## config.mk

```make
export PLATFORM = sky130hd
export DESIGN_NAME = axi_lite_cut_limit
export DESIGN_NICKNAME = d
export VERILOG_FILES = /design/src/rtl/axi_lite_cut_limit.sv
export SDC_FILE = /design/constraint.sdc
export NUM_CORES = 1
export LEC_CHECK = 0
export CORE_ASPECT_RATIO = 2
export CORE_MARGIN = 4
export CORE_UTILIZATION = 49
export DETAILED_ROUTE_END_ITERATION = 8
export PLACE_DENSITY = 0.88
export SYNTH_ARGS = -nofsm -noshare
export SYNTH_HDL_FRONTEND = slang
export SYNTH_HIERARCHICAL = 1
export SYNTH_SLANG_ARGS = --single-unit
```

## constraint.sdc

```tcl
create_clock -name clk_i -period 4.44 [get_ports clk_i]
set_input_delay 0.444 -clock clk_i [delete_from_list [all_inputs] [get_ports clk_i]]
set_output_delay 0.444 -clock clk_i [all_outputs]
set_load 0.02 [all_outputs]
```

## src/rtl/axi_lite_cut_limit.sv

```systemverilog
// ============================================================================
//  Module   : axi_lite_cut_limit (with axi_lite_cut_limit_pkg and
//             axi_lite_cut_limit_spill)
//  Purpose  : Registered AXI-Lite cut. Every channel goes through a two-entry
//             spill buffer, and the number of accepted-but-uncompleted writes
//             and reads is each capped at MaxTrans.
//  Revision : 1.0 - initial release
// ============================================================================
`default_nettype none

// Default AXI-Lite channel and bundle types (32-bit address and data).
package axi_lite_cut_limit_pkg;
    typedef struct packed {
        logic [31:0] addr;
        logic [2:0]  prot;
    } aw_chan_t;

    typedef struct packed {
        logic [31:0] data;
        logic [3:0]  strb;
    } w_chan_t;

    typedef struct packed {
        logic [1:0] resp;
    } b_chan_t;

    typedef struct packed {
        logic [31:0] addr;
        logic [2:0]  prot;
    } ar_chan_t;

    typedef struct packed {
        logic [31:0] data;
        logic [1:0]  resp;
    } r_chan_t;

    typedef struct packed {
        aw_chan_t aw;
        logic     aw_valid;
        w_chan_t  w;
        logic     w_valid;
        logic     b_ready;
        ar_chan_t ar;
        logic     ar_valid;
        logic     r_ready;
    } req_t;

    typedef struct packed {
        logic     aw_ready;
        logic     w_ready;
        b_chan_t  b;
        logic     b_valid;
        logic     ar_ready;
        r_chan_t  r;
        logic     r_valid;
    } resp_t;
endpackage

// ----------------------------------------------------------------------------
// Two-entry spill buffer: both handshake sides are driven from registers only.
// ----------------------------------------------------------------------------
module axi_lite_cut_limit_spill #(
    parameter int unsigned WIDTH = 1
) (
    input  logic             clk,
    input  logic             rst,
    input  logic             i_valid,
    output logic             o_ready,
    input  logic [WIDTH-1:0] i_data,
    output logic             o_valid,
    input  logic             i_ready,
    output logic [WIDTH-1:0] o_data
);
    logic [1:0]       r_cnt_q;
    logic [1:0]       w_cnt_d;
    logic [WIDTH-1:0] r_head_q;
    logic [WIDTH-1:0] w_head_d;
    logic [WIDTH-1:0] r_tail_q;
    logic [WIDTH-1:0] w_tail_d;
    logic             w_push;
    logic             w_pop;

    // Handshakes are masked while reset is held so no beat moves then.
    assign o_ready = !rst && (r_cnt_q != 2'd2);
    assign o_valid = !rst && (r_cnt_q != 2'd0);
    assign o_data  = r_head_q;
    assign w_push  = i_valid && o_ready;
    assign w_pop   = o_valid && i_ready;

    // Next occupancy and FIFO contents; head only moves on pop or when empty.
    always_comb begin
        w_cnt_d  = r_cnt_q;
        w_head_d = r_head_q;
        w_tail_d = r_tail_q;
        case ({w_push, w_pop})
            2'b10: begin
                w_cnt_d = r_cnt_q + 2'd1;
                if (r_cnt_q == 2'd0) begin
                    w_head_d = i_data;
                end else begin
                    w_tail_d = i_data;
                end
            end
            2'b01: begin
                w_cnt_d  = r_cnt_q - 2'd1;
                w_head_d = r_tail_q;
            end
            2'b11: begin
                // Simultaneous push and pop only happens with one entry held.
                w_head_d = i_data;
            end
            default: begin
            end
        endcase
    end

    // Occupancy register; only state that reset clears.
    always_ff @(posedge clk) begin
        if (rst) begin
            r_cnt_q <= 2'd0;
        end else begin
            r_cnt_q <= w_cnt_d;
        end
    end

    // Payload storage; contents are don't-care while the slot is empty.
    always_ff @(posedge clk) begin
        r_head_q <= w_head_d;
        r_tail_q <= w_tail_d;
    end
endmodule

// ----------------------------------------------------------------------------
// Top level: five spill buffers plus per-direction outstanding limiters.
// ----------------------------------------------------------------------------
module axi_lite_cut_limit #(
    parameter int unsigned AddrWidth = 32,
    parameter int unsigned DataWidth = 32,
    parameter int unsigned MaxTrans  = 4,
    parameter type         req_t     = axi_lite_cut_limit_pkg::req_t,
    parameter type         resp_t    = axi_lite_cut_limit_pkg::resp_t
) (
    input  logic  clk_i,
    input  logic  rst_i,
    input  req_t  slv_req_i,
    output resp_t slv_resp_o,
    output req_t  mst_req_o,
    input  resp_t mst_resp_i
);
    localparam int unsigned c_aw_width  = AddrWidth + 3;
    localparam int unsigned c_w_width   = DataWidth + DataWidth / 8;
    localparam int unsigned c_b_width   = 2;
    localparam int unsigned c_r_width   = DataWidth + 2;
    localparam int unsigned c_cnt_width = $clog2(MaxTrans + 1);
    localparam logic [c_cnt_width-1:0] c_cnt_max = c_cnt_width'(MaxTrans);
    localparam logic [c_cnt_width-1:0] c_cnt_one = c_cnt_width'(1);

    logic                   w_aw_in_ready, w_aw_out_valid;
    logic [c_aw_width-1:0]  w_aw_out_data;
    logic                   w_w_in_ready,  w_w_out_valid;
    logic [c_w_width-1:0]   w_w_out_data;
    logic                   w_b_in_ready,  w_b_out_valid;
    logic [c_b_width-1:0]   w_b_out_data;
    logic                   w_ar_in_ready, w_ar_out_valid;
    logic [c_aw_width-1:0]  w_ar_out_data;
    logic                   w_r_in_ready,  w_r_out_valid;
    logic [c_r_width-1:0]   w_r_out_data;

    logic [c_cnt_width-1:0] r_wr_cnt_q, w_wr_cnt_d;
    logic [c_cnt_width-1:0] r_rd_cnt_q, w_rd_cnt_d;
    logic                   w_wr_room, w_rd_room;
    logic                   w_slv_aw_ready, w_slv_ar_ready;
    logic                   w_aw_hs, w_b_hs, w_ar_hs, w_r_hs;

    // Address channels are only offered to their buffer while below the limit.
    assign w_wr_room      = (r_wr_cnt_q != c_cnt_max);
    assign w_rd_room      = (r_rd_cnt_q != c_cnt_max);
    assign w_slv_aw_ready = w_aw_in_ready && w_wr_room;
    assign w_slv_ar_ready = w_ar_in_ready && w_rd_room;
    assign w_aw_hs        = slv_req_i.aw_valid && w_slv_aw_ready;
    assign w_ar_hs        = slv_req_i.ar_valid && w_slv_ar_ready;
    assign w_b_hs         = w_b_out_valid && slv_req_i.b_ready;
    assign w_r_hs         = w_r_out_valid && slv_req_i.r_ready;

    axi_lite_cut_limit_spill #(.WIDTH(c_aw_width)) u_aw_spill (
        .clk     (clk_i),
        .rst     (rst_i),
        .i_valid (slv_req_i.aw_valid && w_wr_room),
        .o_ready (w_aw_in_ready),
        .i_data  (slv_req_i.aw),
        .o_valid (w_aw_out_valid),
        .i_ready (mst_resp_i.aw_ready),
        .o_data  (w_aw_out_data)
    );

    axi_lite_cut_limit_spill #(.WIDTH(c_w_width)) u_w_spill (
        .clk     (clk_i),
        .rst     (rst_i),
        .i_valid (slv_req_i.w_valid),
        .o_ready (w_w_in_ready),
        .i_data  (slv_req_i.w),
        .o_valid (w_w_out_valid),
        .i_ready (mst_resp_i.w_ready),
        .o_data  (w_w_out_data)
    );

    axi_lite_cut_limit_spill #(.WIDTH(c_b_width)) u_b_spill (
        .clk     (clk_i),
        .rst     (rst_i),
        .i_valid (mst_resp_i.b_valid),
        .o_ready (w_b_in_ready),
        .i_data  (mst_resp_i.b),
        .o_valid (w_b_out_valid),
        .i_ready (slv_req_i.b_ready),
        .o_data  (w_b_out_data)
    );

    axi_lite_cut_limit_spill #(.WIDTH(c_aw_width)) u_ar_spill (
        .clk     (clk_i),
        .rst     (rst_i),
        .i_valid (slv_req_i.ar_valid && w_rd_room),
        .o_ready (w_ar_in_ready),
        .i_data  (slv_req_i.ar),
        .o_valid (w_ar_out_valid),
        .i_ready (mst_resp_i.ar_ready),
        .o_data  (w_ar_out_data)
    );

    axi_lite_cut_limit_spill #(.WIDTH(c_r_width)) u_r_spill (
        .clk     (clk_i),
        .rst     (rst_i),
        .i_valid (mst_resp_i.r_valid),
        .o_ready (w_r_in_ready),
        .i_data  (mst_resp_i.r),
        .o_valid (w_r_out_valid),
        .i_ready (slv_req_i.r_ready),
        .o_data  (w_r_out_data)
    );

    // Outstanding counters: request +1, response -1, both cancel; never below 0.
    always_comb begin
        w_wr_cnt_d = r_wr_cnt_q;
        if (w_aw_hs && !w_b_hs) begin
            w_wr_cnt_d = r_wr_cnt_q + c_cnt_one;
        end else if (!w_aw_hs && w_b_hs && (r_wr_cnt_q != '0)) begin
            w_wr_cnt_d = r_wr_cnt_q - c_cnt_one;
        end
        w_rd_cnt_d = r_rd_cnt_q;
        if (w_ar_hs && !w_r_hs) begin
            w_rd_cnt_d = r_rd_cnt_q + c_cnt_one;
        end else if (!w_ar_hs && w_r_hs && (r_rd_cnt_q != '0)) begin
            w_rd_cnt_d = r_rd_cnt_q - c_cnt_one;
        end
    end

    // Counter registers.
    always_ff @(posedge clk_i) begin
        if (rst_i) begin
            r_wr_cnt_q <= '0;
            r_rd_cnt_q <= '0;
        end else begin
            r_wr_cnt_q <= w_wr_cnt_d;
            r_rd_cnt_q <= w_rd_cnt_d;
        end
    end

    // Reassemble both port bundles from the buffer outputs.
    always_comb begin
        slv_resp_o          = '0;
        slv_resp_o.aw_ready = w_slv_aw_ready;
        slv_resp_o.w_ready  = w_w_in_ready;
        slv_resp_o.b        = w_b_out_data;
        slv_resp_o.b_valid  = w_b_out_valid;
        slv_resp_o.ar_ready = w_slv_ar_ready;
        slv_resp_o.r        = w_r_out_data;
        slv_resp_o.r_valid  = w_r_out_valid;

        mst_req_o           = '0;
        mst_req_o.aw        = w_aw_out_data;
        mst_req_o.aw_valid  = w_aw_out_valid;
        mst_req_o.w         = w_w_out_data;
        mst_req_o.w_valid   = w_w_out_valid;
        mst_req_o.b_ready   = w_b_in_ready;
        mst_req_o.ar        = w_ar_out_data;
        mst_req_o.ar_valid  = w_ar_out_valid;
        mst_req_o.r_ready   = w_r_in_ready;
    end

`ifndef SYNTHESIS
    // A response with nothing outstanding means upstream broke the protocol.
    a_no_b_underflow : assert property (@(posedge clk_i) disable iff (rst_i)
        !(w_b_hs && (r_wr_cnt_q == '0)));
    a_no_r_underflow : assert property (@(posedge clk_i) disable iff (rst_i)
        !(w_r_hs && (r_rd_cnt_q == '0)));
`endif
endmodule

`default_nettype wire

```

==> results of run 1 <==
==> registers in the layout, indices dropped and copies added (netlist names), 3 cells and up <==
| signal | cells |
|---|---|
| u_aw_spill/r_tail_q | 35 |
| u_w_spill/r_tail_q | 36 |
| u_ar_spill/o_data | 35 |
| u_ar_spill/r_tail_q | 35 |
| u_r_spill/r_tail_q | 34 |
| u_w_spill/o_data | 36 |
| u_r_spill/o_data | 34 |
| r_wr_cnt_q | 3 |
| r_rd_cnt_q | 3 |
| u_aw_spill/o_data | 35 |
==> through the flow <==
stage	util	instance area, um^2	hold slack (ns)	power [mW]
after CTS	0.685	16000	0.452	7.31
after floorplan	-	11600	0.466	4.12
after global routing	0.686	16000	0.464	7.50
after detailed placement	0.643	15000	0.508	4.71
after global placement	0.643	15000	0.481	4.67
final	0.686	16000	0.477	7.22
==> cell type report <==
type / instances / share of cell area
Multi-Input combinational cell: 281 / 0.163
Tap cell: 283 / 0.0221
Sequential cell: 300 / 0.553
Inverter: 14 / 0.00328
Clock buffer: 27 / 0.0409
Clock inverter: 21 / 0.0206
Antenna cell: 3 / 0.000469
Timing Repair Buffer: 317 / 0.196
==> routing by layer <==
| metal | wire length [um] | vias up |
|---|---|---|
| li1 | - | 3018 |
| met5 | 0 | - |
| met3 | 1720 | 57 |
| met4 | 956 | 0 |
| met2 | 14600 | 243 |
| met1 | 9060 | 3240 |
==> how the worst min path moves through the flow <==
stage / slack [ns] / to / cells past startpoint
2_1_floorplan: 0.47 / u_ar_spill/r_cnt_q[1] / 2
3_3_place_gp: 0.48 / u_ar_spill/r_cnt_q[1] / 2
3_5_place_dp: 0.51 / u_w_spill/r_cnt_q[1] / 2
4_1_cts: 0.45 / u_w_spill/r_tail_q[34] / 1
5_1_grt: 0.46 / u_w_spill/r_tail_q[8] / 1
6_report: 0.48 / u_w_spill/r_tail_q[34] / 1
==> cells by family after synthesis <==
| logic type | synth area share |
|---|---|
| and+or+nand+nor | 0.0359 |
| muxes | 0.138 |
| xor gates and xnor gates | 0.0106 |
| AOI/OAI and AO/OA | 0.0197 |
| DFF | 0.763 |
| adders and majority gates | 0.0142 |
| buffers and inverters | 0.0191 |
==> where the power goes <==
group          internal [mW]  switching, mW
Clock                   1.55           1.02
Combinational          0.552          0.608
Sequential              3.40         0.0886
Total                   5.50           1.71
==> Yosys cell counts (all sizes together) <==
master,n
a211oi,2
xnor2,7
xor2,7
a21oi,14
nor2b,7
a221oi,2
o21ai,10
nor3,2
o2111ai,2
a21o,2
nand4b,2
o22ai,2
nand2,24
inv,14
nor2,19
or3b,5
mux2,142
edfxtp,284
or3,9
a22o,2
fa,2
and2,9
buf,26
ha,10
dfxtp,16
==> placed cells by master, fill, tap and decap left out, drive strengths merged, types with 12 or more instances in the layout <==
master           n
clkdlybuf4s50  305
edfxtp         284
mux2           142
clkbuf          27
nand2           24
nor2            19
dfxtp           16
inv             16
a21oi           14
buf             12
==> critical path, cell delays in order <==
cell and delay, ns:
clkdlybuf4s50_1 0.62, buf_4 0.29, nor2_1 0.23, clkdlybuf4s50_1 0.71
==> reports/metrics.csv, run 1 <==
metric,value,unit
outcome,"finished, final reports clean",
share of cells above drive strength 1,0.230,
Cell Pwr Density,451,mW/mm^2
clock-pin slew on the worst setup and hold paths,0.07,ns
worst slew pin tran,1.13,ns
Critical Path RT,4.00,ns
Post-CTS Resized,0,
setup total negative slack,0,ns
Rel. slew slack,0.245,
ranking of synthesized cells by area,"edfxtp_1 (74%), mux2_2 (14%), dfxtp_1 (2.8%), ha_1 (1.1%), buf_4 (0.84%)",
vias in the first global route,7221,
min Tclk post-route,2.75,ns
Final Max Slew Viols,0,
Area Growth Syn to Fin,37.9,%
YS warnings,6,
initial antenna violation count,2,
Synth area leader,edfxtp_1,
total clock sinks,300,
Ports,306,
drt wl/cell,21.2,um
fmax,364,MHz
DRT iter0 DRCs,376,
Hold Buf Count CTS,0,
"non-filler cells, final",1246,
multi-input logic area,0.00261,mm^2
Die ar.,0.0264,mm^2
Syn Area/Cell,18.7,um^2
GP Congestion,0.803,
first-pass GRT wire length,39.8,mm
launching point of the worst reg2reg path,u_ar_spill/r_cnt_q[0],
Fillers,1518,
sequential cell area,0.00885,mm^2
WP data arrival,2.31,ns
Max Buffers Root-to-Sink,3,
Synth Net Count,787,
GRT busiest layer,met2,
HP Start,slv_req_i[73],
Detailed Place HPWL,18.6,mm
Mapped Cells,621,
CP Max Fanout,13,
Synth top area share,0.735,
met2 GRT Util,0.365,
Initial Util,0.497,
mapped cell area,0.0116,mm^2
Clock Skew,0.0120,ns
num rows,79,
router iterations before antenna repair,4,
Final Worst Setup Slack,1.69,ns
Root Buffer,clkbuf_16,
Worst Setup Start Kind,input pin,
final number of hold-violating endpoints,0,
routed vias,6558,
vias per inst,5.26,
Seq cells post-synth,300,
CTS H-tree lvls,1,
worst-case reg-to-reg path depth,5,
post-synthesis sequential area ratio,0.763,
reg2reg end,u_ar_spill/o_data[23],
core area,0.0233,mm^2
gr ovfl total,0,
static leakage,5.40,nW
global-route met1 utilization,0.213,
largest net degree at the start of global routing,37,
Final Net Count,1106,
r2r setup slk,1.90,ns
CTS tree,done,
crit path kind,input pin to primary output,
Cells after DPL,1195,
period utilization,0.619,
Die X,117,um
IO Port Bufs,305,
CP startpoint,rst_i,
GRT Total Usage,0.199,
GR Util met3,0.0434,
peak supply drop,407,uV
DRC,0,
final setup vio count,0,
RSZ-0062 raised after global routing,no,
Antenna Nets Post-Route,0,
worst skew pair latency,0.54,ns
post-synthesis cell type count,31,
pre-CTS setup slack,1.19,ns
worst hold path class,input pin to register,
Max-cap violations,0,
routed wire length,26.4,mm
Setup crit end kind,primary output,
Post-CTS Setup Inserts,0,
CTS buffer count,26,
Die H,226,um
Worst setup endpoint,slv_resp_o[0],
No activity file was read; power rests on OpenSTA's default activity.
==> run 2, diff against run 1 <==
==> constraint.sdc (replaced) <==
create_clock -name clk_i -period 2.7 [get_ports clk_i]
set_input_delay 0.27 -clock clk_i [delete_from_list [all_inputs] [get_ports clk_i]]
set_output_delay 0.27 -clock clk_i [all_outputs]
set_load 0.02 [all_outputs]
==> reports/metrics.csv, run 2 (synthesis gave the netlist of run 1 again) <==
metric,value,unit,change
setup total negative slack,0,ns,unchanged
multi-input logic area,0.00259,mm^2,-0.58%
largest net degree at the start of global routing,38,,+2.7%
share of cells above drive strength 1,0.233,,+0.00254
Initial Util,0.497,,unchanged
Area Growth Syn to Fin,38.3,%,
peak supply drop,583,uV,+43%
IO Port Bufs,305,,unchanged
"non-filler cells, final",1256,,+0.80%
DRT iter0 DRCs,470,,+25%
Critical Path RT,2.84,ns,-1.16 ns
Die H,226,um,unchanged
launching point of the worst reg2reg path,r_wr_cnt_q[1],,
worst slew pin tran,1.06,ns,-0.0707 ns
worst hold path class,input pin to register,,
Root Buffer,clkbuf_16,,
Crit-path slowest cell,nor2b_4,,
CTS H-tree lvls,1,,unchanged
router iterations before antenna repair,4,,unchanged
vias per inst,5.26,,about the same
final setup vio count,0,,unchanged
Cell Pwr Density,705,mW/mm^2,+56%
"commonest non-fill, non-tap cell in the layout",clkdlybuf4s50_1,,
Die ar.,0.0264,mm^2,unchanged
area post-placement,0.0152,mm^2,+1.4%
crit path kind,register to register,,
CTS tree,done,,
vias in the first global route,7019,,-2.8%
static leakage,5.41,nW,+0.26%
worst path cell trace,nor2_2 -> nand2_1 -> and2_1 -> and2_1 -> ha_1 -> nor2b_4,,
sequential power share,0.506,,+0.022
Cells after DPL,1207,,+1.0%
sequential cell area,0.00885,mm^2,unchanged
r2r setup slk,0.33,ns,-1.57 ns
fmax,422,MHz,
period utilization,0.877,,
GP Congestion,0.759,,-5.4%
gr ovfl total,0,,unchanged
RSZ-0062 raised after global routing,no,,
Antenna Nets Post-Route,0,,unchanged
worst-case reg-to-reg path depth,6,,+1
Int Pwr,8.58,mW,+56%
Die X,117,um,unchanged
Setup crit end kind,register,,
Post-CTS Resized,0,,unchanged
HP Start,slv_req_i[36],,
routed vias,6607,,+0.75%
WP data arrival,2.51,ns,+0.20 ns
Max Buffers Root-to-Sink,3,,unchanged
min Tclk post-route,2.37,ns,
num rows,79,,unchanged
routed wire length,25.8,mm,-2.2%
Fillers,1531,,+0.86%
CP top delay family,simple AND/OR/NAND/NOR gates,,
cell mode on critical path,and2_1,,
Final Max Slew Viols,0,,unchanged
Comb pwr share,0.174,,+0.013
CP max stage delay,0.85,ns,+0.14 ns
"commonest cells after routing, fill and taps aside","clkdlybuf4s50_1 (305), edfxtp_1 (284), mux2_2 (142), clkbuf_16 (27), nand2_1 (20)",,
Clk pwr share,0.319,,-0.037
CP Buf/Inv Count,0,,-3
Ports,306,,unchanged
CTS buffer count,26,,unchanged
outcome,"finished, final reports clean",,
drt wl/cell,20.5,um,-3.0%
hold worst-path end,u_ar_spill/r_tail_q[34],,
Rel. slew slack,0.293,,+0.0485
total clock sinks,300,,unchanged
Final Cell Area,0.0160,mm^2,+0.31%
Hold Buf Count CTS,0,,unchanged
first-pass GRT wire length,38.5,mm,-3.1%
Final Net Count,1118,,+1.1%
Hold Path Stages,1,,unchanged
Sw Ratio,0.242,,+0.00467
worst skew pair latency,0.53,ns,about the same
initial antenna violation count,2,,unchanged
DRC,0,,unchanged
core area,0.0233,mm^2,unchanged
final number of hold-violating endpoints,0,,unchanged
reg2reg end,u_aw_spill/r_tail_q[9],,
Post-CTS Setup Inserts,0,,unchanged
Psw,2.74,mW,+60%
clock-pin slew on the worst setup and hold paths,0.07,ns,about the same
GRT Total Usage,0.190,,-0.00869
Worst Setup Start Kind,register,,
fin util,0.688,,+0.00215
Max-cap violations,0,,unchanged
Detailed Place HPWL,18.7,mm,+0.15%
CP Max Fanout,35,,+22
Clock Skew,0.0165,ns,+0.00453 ns
## run 2: cell count changes in the layout (fill, tap and decap cells not counted), sizes merged, moves of 2 or more
cell / previous run / this run
clkinv: 10 / 12
buf: 12 / 24
bufinv: 8 / 2
inv: 16 / 14
clkbuf: 27 / 31
## run 2: power groups by stage
stage	logic (mW)	registers [mW]	clock network, mW
finish	1.97	5.73	3.62
CTS	2.00	5.73	3.72
global route	2.10	5.76	3.92
floorplan	0.660	6.12	0
global placement	1.94	5.81	0
detailed placement	1.99	5.83	0
## run 2: final cells by class
type / instances / share of cell area
diodes: 2 / 0.000312
flip-flops and latches: 300 / 0.551
multi-input cells: 281 / 0.162
well taps: 283 / 0.0221
repair buffers: 329 / 0.210
inverters: 14 / 0.00327
clock inverters: 16 / 0.00826
clock buffers: 31 / 0.0430
## run 2: worst register-to-register path, stage by stage, from the launching register on
cell,delay [ns]
dfxtp_1,0.46
nor2_2,0.09
nand2_1,0.12
and2_1,0.15
and2_1,0.13
ha_1,0.16
nor2b_4,0.86
## run 2: metal layers
| metal | up-vias | wire length [um] | part of all wire | global-route usage |
|---|---|---|---|---|
| met1 | 3314 | 8860 | 0.34 | 0.210 |
| met4 | 0 | 937 | 0.036 | 0.0733 |
| met3 | 51 | 1300 | 0.050 | 0.0330 |
| met5 | - | 0 | 0 | 0 |
| li1 | 3041 | - | - | - |
| met2 | 201 | 14700 | 0.57 | 0.354 |
## run 2: through the flow
| stage | setup WS [ns] | power [mW] | hold slack, ns |
|---|---|---|---|
| 4_1_cts | 0.298 | 11.5 | 0.297 |
| 2_1_floorplan | 0.225 | 6.78 | 0.339 |
| 6_report | 0.332 | 11.3 | 0.319 |
| 5_1_grt | 0.154 | 11.8 | 0.305 |
| 3_3_place_gp | 0.123 | 7.75 | 0.477 |
| 3_5_place_dp | 0.0425 | 7.82 | 0.507 |
## run 2: worst max-delay path by stage
stage,cells after the start,endpoint,slack (ns),start
after floorplan,4,u_w_spill/o_data[0],0.22,u_w_spill/r_cnt_q[0]
after global placement,5,u_aw_spill/r_tail_q[13],0.12,rst_i
after detailed placement,10,r_rd_cnt_q[2],0.04,rst_i
after CTS,6,u_aw_spill/r_tail_q[18],0.30,r_wr_cnt_q[1]
after global routing,10,r_rd_cnt_q[2],0.15,u_ar_spill/r_cnt_q[0]
final,6,u_aw_spill/r_tail_q[9],0.33,r_wr_cnt_q[1]
